===== config.mk =====
export PLATFORM = sky130hd
export DESIGN_NAME = key_debounce
export DESIGN_NICKNAME = d
export VERILOG_FILES = /design/src/rtl/key_debounce.sv
export SDC_FILE = /design/constraint.sdc
export NUM_CORES = 1
export LEC_CHECK = 0
export ABC_CLOCK_PERIOD_IN_PS = 5300
export BUFFER_PORTS_ARGS = -buffer_cell sky130_fd_sc_hd__buf_2
export CORE_UTILIZATION = 50
export CTS_CLUSTER_DIAMETER = 150
export DETAILED_ROUTE_END_ITERATION = 8
export PLACE_DENSITY = 0.67
export SYNTH_ARGS = -nofsm -noshare
export SYNTH_HDL_FRONTEND = slang
export SYNTH_SLANG_ARGS = --single-unit

===== constraint.sdc =====
create_clock -name clk -period 5.3 [get_ports clk]
set_input_delay 1.06 -clock clk [delete_from_list [all_inputs] [get_ports clk]]
set_output_delay 1.06 -clock clk [all_outputs]
set_load 0.1 [all_outputs]

===== src/rtl/key_debounce.sv =====
`default_nettype none
// ============================================================================
// Module   : key_debounce
// Purpose  : Conditions NKEYS raw, bouncing, asynchronous key switches into
//            clean debounced levels. It also produces one-cycle press and
//            release pulses, a lowest-index key code, and valid and
//            multi-key flags.
// Revision : 1.0  initial release
// ============================================================================
module key_debounce #(
  parameter int NKEYS        = 8,
  parameter int DEBOUNCE_CYC = 20000,
  parameter int CNT_W        = 15
) (
  input  logic                       clk,
  input  logic                       rst,          // asynchronous, active-low
  input  logic [NKEYS-1:0]           key_raw,
  output logic [NKEYS-1:0]           key_stable,
  output logic [NKEYS-1:0]           key_press,
  output logic [NKEYS-1:0]           key_release,
  output logic                       key_valid,
  output logic [$clog2(NKEYS)-1:0]   key_code,
  output logic                       multi_key
);

  localparam int              CODE_W   = $clog2(NKEYS);
  // Terminal count: the mismatch has been seen long enough to accept it.
  localparam logic [CNT_W-1:0] CNT_LAST = CNT_W'(DEBOUNCE_CYC - 1);

  logic [NKEYS-1:0] sync1_q, sync1_d;
  logic [NKEYS-1:0] sync2_q, sync2_d;
  logic [CNT_W-1:0] cnt_q [NKEYS];
  logic [CNT_W-1:0] cnt_d [NKEYS];
  logic [NKEYS-1:0] key_stable_q, key_stable_d;
  logic [NKEYS-1:0] key_press_q, key_press_d;
  logic [NKEYS-1:0] key_release_q, key_release_d;
  logic [CODE_W-1:0] code_w;

  // Two-flop synchroniser chain for the asynchronous switch levels.
  always_comb begin
    sync1_d = key_raw;
    sync2_d = sync1_q;
  end

  // Per-key stability counter. Any agreement with the accepted level restarts
  // the count, so a bounce that returns within the window leaves no trace.
  always_comb begin
    key_stable_d = key_stable_q;
    for (int i = 0; i < NKEYS; i++) begin
      cnt_d[i] = '0;
      if (sync2_q[i] != key_stable_q[i]) begin
        if (cnt_q[i] == CNT_LAST) begin
          key_stable_d[i] = sync2_q[i];
          cnt_d[i]        = '0;
        end else begin
          cnt_d[i] = cnt_q[i] + CNT_W'(1);
        end
      end
    end
  end

  // Edge pulses are registered alongside the level, so they appear in the cycle
  // where the new stable level first shows.
  always_comb begin
    key_press_d   = key_stable_d & ~key_stable_q;
    key_release_d = ~key_stable_d & key_stable_q;
  end

  // State registers. Reset clears everything, including any in-flight counts.
  always_ff @(posedge clk or negedge rst) begin
    if (!rst) begin
      sync1_q       <= '0;
      sync2_q       <= '0;
      key_stable_q  <= '0;
      key_press_q   <= '0;
      key_release_q <= '0;
      for (int i = 0; i < NKEYS; i++) begin
        cnt_q[i] <= '0;
      end
    end else begin
      sync1_q       <= sync1_d;
      sync2_q       <= sync2_d;
      key_stable_q  <= key_stable_d;
      key_press_q   <= key_press_d;
      key_release_q <= key_release_d;
      for (int i = 0; i < NKEYS; i++) begin
        cnt_q[i] <= cnt_d[i];
      end
    end
  end

  // Priority encoder: the lowest-numbered pressed key wins. Scanning downward
  // lets the lower indices overwrite the higher ones.
  always_comb begin
    code_w = '0;
    for (int i = NKEYS - 1; i >= 0; i--) begin
      if (key_stable_q[i]) begin
        code_w = CODE_W'(i);
      end
    end
  end

  // Summary flags. Clearing the lowest set bit leaves a nonzero value only
  // when two or more keys are held.
  always_comb begin
    key_stable  = key_stable_q;
    key_press   = key_press_q;
    key_release = key_release_q;
    key_valid   = |key_stable_q;
    key_code    = code_w;
    multi_key   = |(key_stable_q & (key_stable_q - NKEYS'(1)));
  end

endmodule
`default_nettype wire

# Yosys cells after proc, flatten, opt, wreduce, memory -nomap -nowiden

Cells that the tools add are included.

Reductions and logical operators: 2
Add/subtract/negate cells: 9
Bitwise logic cells: 5
Mux-type cells: 40
Equality and inequality tests: 16

Operator list:

| kind                    | count |
|---|---|
| $mux W15                | 16 |
| $add A15 B1 Y15 const B | 8 |
| $eq A15 B15 Y1 const B  | 8 |
| $and A8 B8 Y8           | 3 |
| $mux W3                 | 8 |
| $mux W1                 | 16 |
| $not A8 Y8              | 2 |
| $reduce_or A8 Y1        | 2 |
| $ne A1 B1 Y1            | 8 |
| $sub A8 B1 Y8 const B   | 1 |

Flip-flop bits (word level): 160
Bits of input ports: 10

# Longest topological paths before layout

Depth after elaboration: 8
Depth in mapped cells: 7
Mapped depth without buffers: 5

# Least setup slack after synthesis

No wires, ideal clock.

Kind: register to output
Start: register key_stable_q[0] (netlist: key_stable[0])
End: output multi_key
Slack: 0.649 ns
Data required time: 4.240 ns
Path buffers: 1
Arrival: 3.591 ns
Stages on the path, launching flop included: 5
Cell sequence: dfrtp_1 > clkbuf_1 > maj3_1 > nor3_1 > o21ai_0

Word-level cells in the longest chain between the ends: 3

RTL lines:

| item                   | line | source |
|---|---|---|
| from (decl)            | 34   | `logic [NKEYS-1:0] key_stable_q, key_stable_d;` |
| from (signal assigned) | 83   | `key_stable_q <= key_stable_d;` |
| $sub A8 B1 Y8          | 111  | `multi_key = \|(key_stable_q & (key_stable_q - NKEYS'(1)));` |
| $and A8 B8 Y8 *        | 111  |  |
| $reduce_or A8 Y1 *     | 111  |  |
| to (decl)              | 23   | `output logic multi_key` |

Every way passes the cells marked *; elsewhere a longest branch is shown, timed or not.

# Worst setup path in the final report

Start: register key_stable_q[3] (netlist: key_stable[3])
End: output multi_key

The elaborated chain is that of the path after synthesis.

==> reports/results.txt <==
Grt total ovfl = 0
Post-synthesis xor/xnor area fraction = 0.130
H-tree lvl count = 4
Largest net degree at the start of global routing = 87
Critical Path RT = 4240 ps
Port Buffers = 38
HPWL after detailed placement = 9080 microns
Peak supply drop = 0.317 mV
Fin. Hold Viols = 0
First-pass GRT wire length = 22200 microns
Pleak = 3.54 nW
Share of power burned in registers = 0.496
Number of global-route vias before repair = 4714
CP max-delay cell = or4_1
Drt total wl = 13300 microns
Routed vias = 5010
Startpoint types = flop
Cell Area, Placed = 7600 sq um
P_int = 0.00201 W
# nets final = 754
Final Skew = 8.43 ps
CTS Root Cell = clkbuf_16
Post-synth EDFFs = 0
Worst Slack Setup Final = 1820 ps
Post-synthesis compound-gate area fraction = 0.0138
Final period util = 0.657
Unrepaired setup endpoints after global routing = false
Total GRT Usage = 0.192
Worst path max stage delay = 610 ps
Antenna-violating nets left = 0
Slew Viols, Final = 0
Core ar. = 14000 sq um
Post-synthesis sequential area ratio = 0.551
Io pins = 39
Chip height = 123 microns
Slew headroom = 0.490
Slew @ Worst Pin = 765 ps
Largest family of logic cells by synthesized area = simple AND/OR/NAND/NOR gates
Worst-skew pair later-pin latency = 420 ps
Final Critical Period = 3480 ps
CP bufs+invs = 1
Post-synth ARST share = 1.00
Die area = 15000 sq um
Clock Pin Slew Worst Setup and Hold Paths = 60 ps
Arr. time, crit path = 2420 ps
Switching share of total power = 0.211
Post-synth net total = 718
Initial antenna violation count = 0
Share of cells above drive strength 1 = 0.110
Non-filler cells, final = 928
Finished Cell Area = 8190 sq um
Post-Synth Adder-Cell Area = 0.0151
Initial DRC Count = 199
Net switching power figure = 0.000538 W
CTS buffer count = 17
CTS tree = done
Simple-Gate Fraction of Synth Area = 0.252
Syn avg cell area = 10.4 sq um
Type of the worst setup path = reg -> out
Hold WS = 349 ps
Ys Warns = 0
Post-CTS sizing = 0
Pwr/cell area = 311 nW/um^2
Sink Count = 160
Synth cell types = 35
Die W = 123 microns
Worst min path class = reg -> reg
Setup bufs post-CTS = 0
CTS max path bufs = 2
F_max = 287 MHz
Status = completed
Hold-fix buffers, CTS = 0
Vias per inst = 5.40
Mapped Area = 7270 sq um
Crit path max-delay family = simple AND/OR/NAND/NOR gates
Multiplexer share of the synthesized area = 0.0134
Placed cells = 897
Count of final setup violators = 0
Maxcap violations = 0
Area Overhead vs Synth = 12.7%
Primary FF master, synth = dfrtp_1
Number of detailed-route iterations in the first pass = 5
Post-synthesis cell count = 700
Comb pwr share = 0.029
Pre-CTS setup slack = 2250 ps
Register bit total from synthesis = 160
Mean routed wirelength per cell = 14.3 microns
CP Cell Sequence = or4_1 -> a2111oi_0 -> a21o_1 -> o21ai_0 -> buf_2
TNS Setup = 0 ps
RD Place Congestion = 0.825
ANT cells = 0
Residual DRC count = 0
Rows = 43
Crit. End Element = primary output
Clock share of power = 0.475
Crit-path max FO = 10
Initial Util = 0.518
-- final cells by class --
type,count,area [sq um]
fill,1153,5850
clock buffer,20,447
inverter,21,78.8
sequential,160,4000
multi-input combinational,496,3080
tap,180,225
clock inverter,11,139
timing repair buffer,40,211
-- flip-flops by register name (all words and copies together), names as in the netlist --
signal,count
sync1_q,8
key_release,8
sync2_q,8
cnt_q,120
key_press,8
key_stable,8
-- per-layer routing --
| layer | wire length (microns) | part of all wire | global-route usage |
|---|---|---|---|
| met2 | 6280 | 0.47 | 0.295 |
| met1 | 6360 | 0.48 | 0.254 |
| met3 | 531 | 0.040 | 0.0599 |
| met4 | 134 | 0.010 | 0.0747 |
| met5 | 0 | 0 | 0 |
-- path summary, 6_finish.rpt --
check | depth (start not counted) | slack (ps) | from | to
worst min register to register | 0 | 350 | sync1_q[5]$_DFF_PN0_ | sync2_q[5]$_DFF_PN0_
min in group asynchronous | 1 | 720 | rst | cnt_q[19]$_DFF_PN0_
max in group asynchronous | 2 | 3590 | rst | key_stable[7]$_DFF_PN0_
worst max register to register | 4 | 3280 | cnt_q[22]$_DFF_PN0_ | cnt_q[25]$_DFF_PN0_
worst max-delay path | 5 | 1820 | key_stable[3]$_DFF_PN0_ | multi_key
worst min-delay path | 0 | 350 | sync1_q[5]$_DFF_PN0_ | sync2_q[5]$_DFF_PN0_
-- through the flow --
step / utilization / total power, W
floorplan: - / 0.00132
global placement: 0.541 / 0.00136
detailed placement: 0.541 / 0.00136
CTS: 0.583 / 0.00258
global route: 0.583 / 0.00265
finish: 0.583 / 0.00255
-- cells by family after synthesis --
family | after synthesis
compound gates | 17
xor+xnor | 108
fa+ha+maj | 9
buf+inv | 44
flops | 160
mux | 8
simple gates | 354
-- power groups by stage --
stage | Clock, W | Combinational (W) | Sequential (W)
2_1_floorplan | 0 | 0.0000426 | 0.00128
3_3_place_gp | 0 | 0.0000758 | 0.00128
3_5_place_dp | 0 | 0.0000776 | 0.00129
4_1_cts | 0.00124 | 0.0000784 | 0.00126
5_1_grt | 0.00129 | 0.0000901 | 0.00127
6_report | 0.00121 | 0.0000751 | 0.00126
-- cell usage in the layout, fill, tap and decap left out, drive strengths merged, types with 20 or more instances in the layout --
master  netlist  final
nor4         21     21
xor2         38     38
dfrtp       160    160
nor2        125    125
nand2        32     32
nand4        40     40
nand3        40     40
clkbuf       21     20
xnor2        70     70
buf           2     40
inv          21     22
nor3         29     29
-- cell usage after synthesis (all sizes together), types with 14 or more instances --
| cell | count | area (sq um) |
|---|---|---|
| clkbuf | 21 | 78.8 |
| dfrtp | 160 | 4000 |
| inv | 21 | 78.8 |
| nand2 | 32 | 120 |
| nand3 | 40 | 200 |
| nand4 | 40 | 250 |
| nor2 | 125 | 469 |
| nor3 | 29 | 145 |
| nor3b | 14 | 105 |
| nor4 | 21 | 131 |
| xnor2 | 70 | 613 |
| xor2 | 38 | 333 |
(Power assumes the default switching activity.)
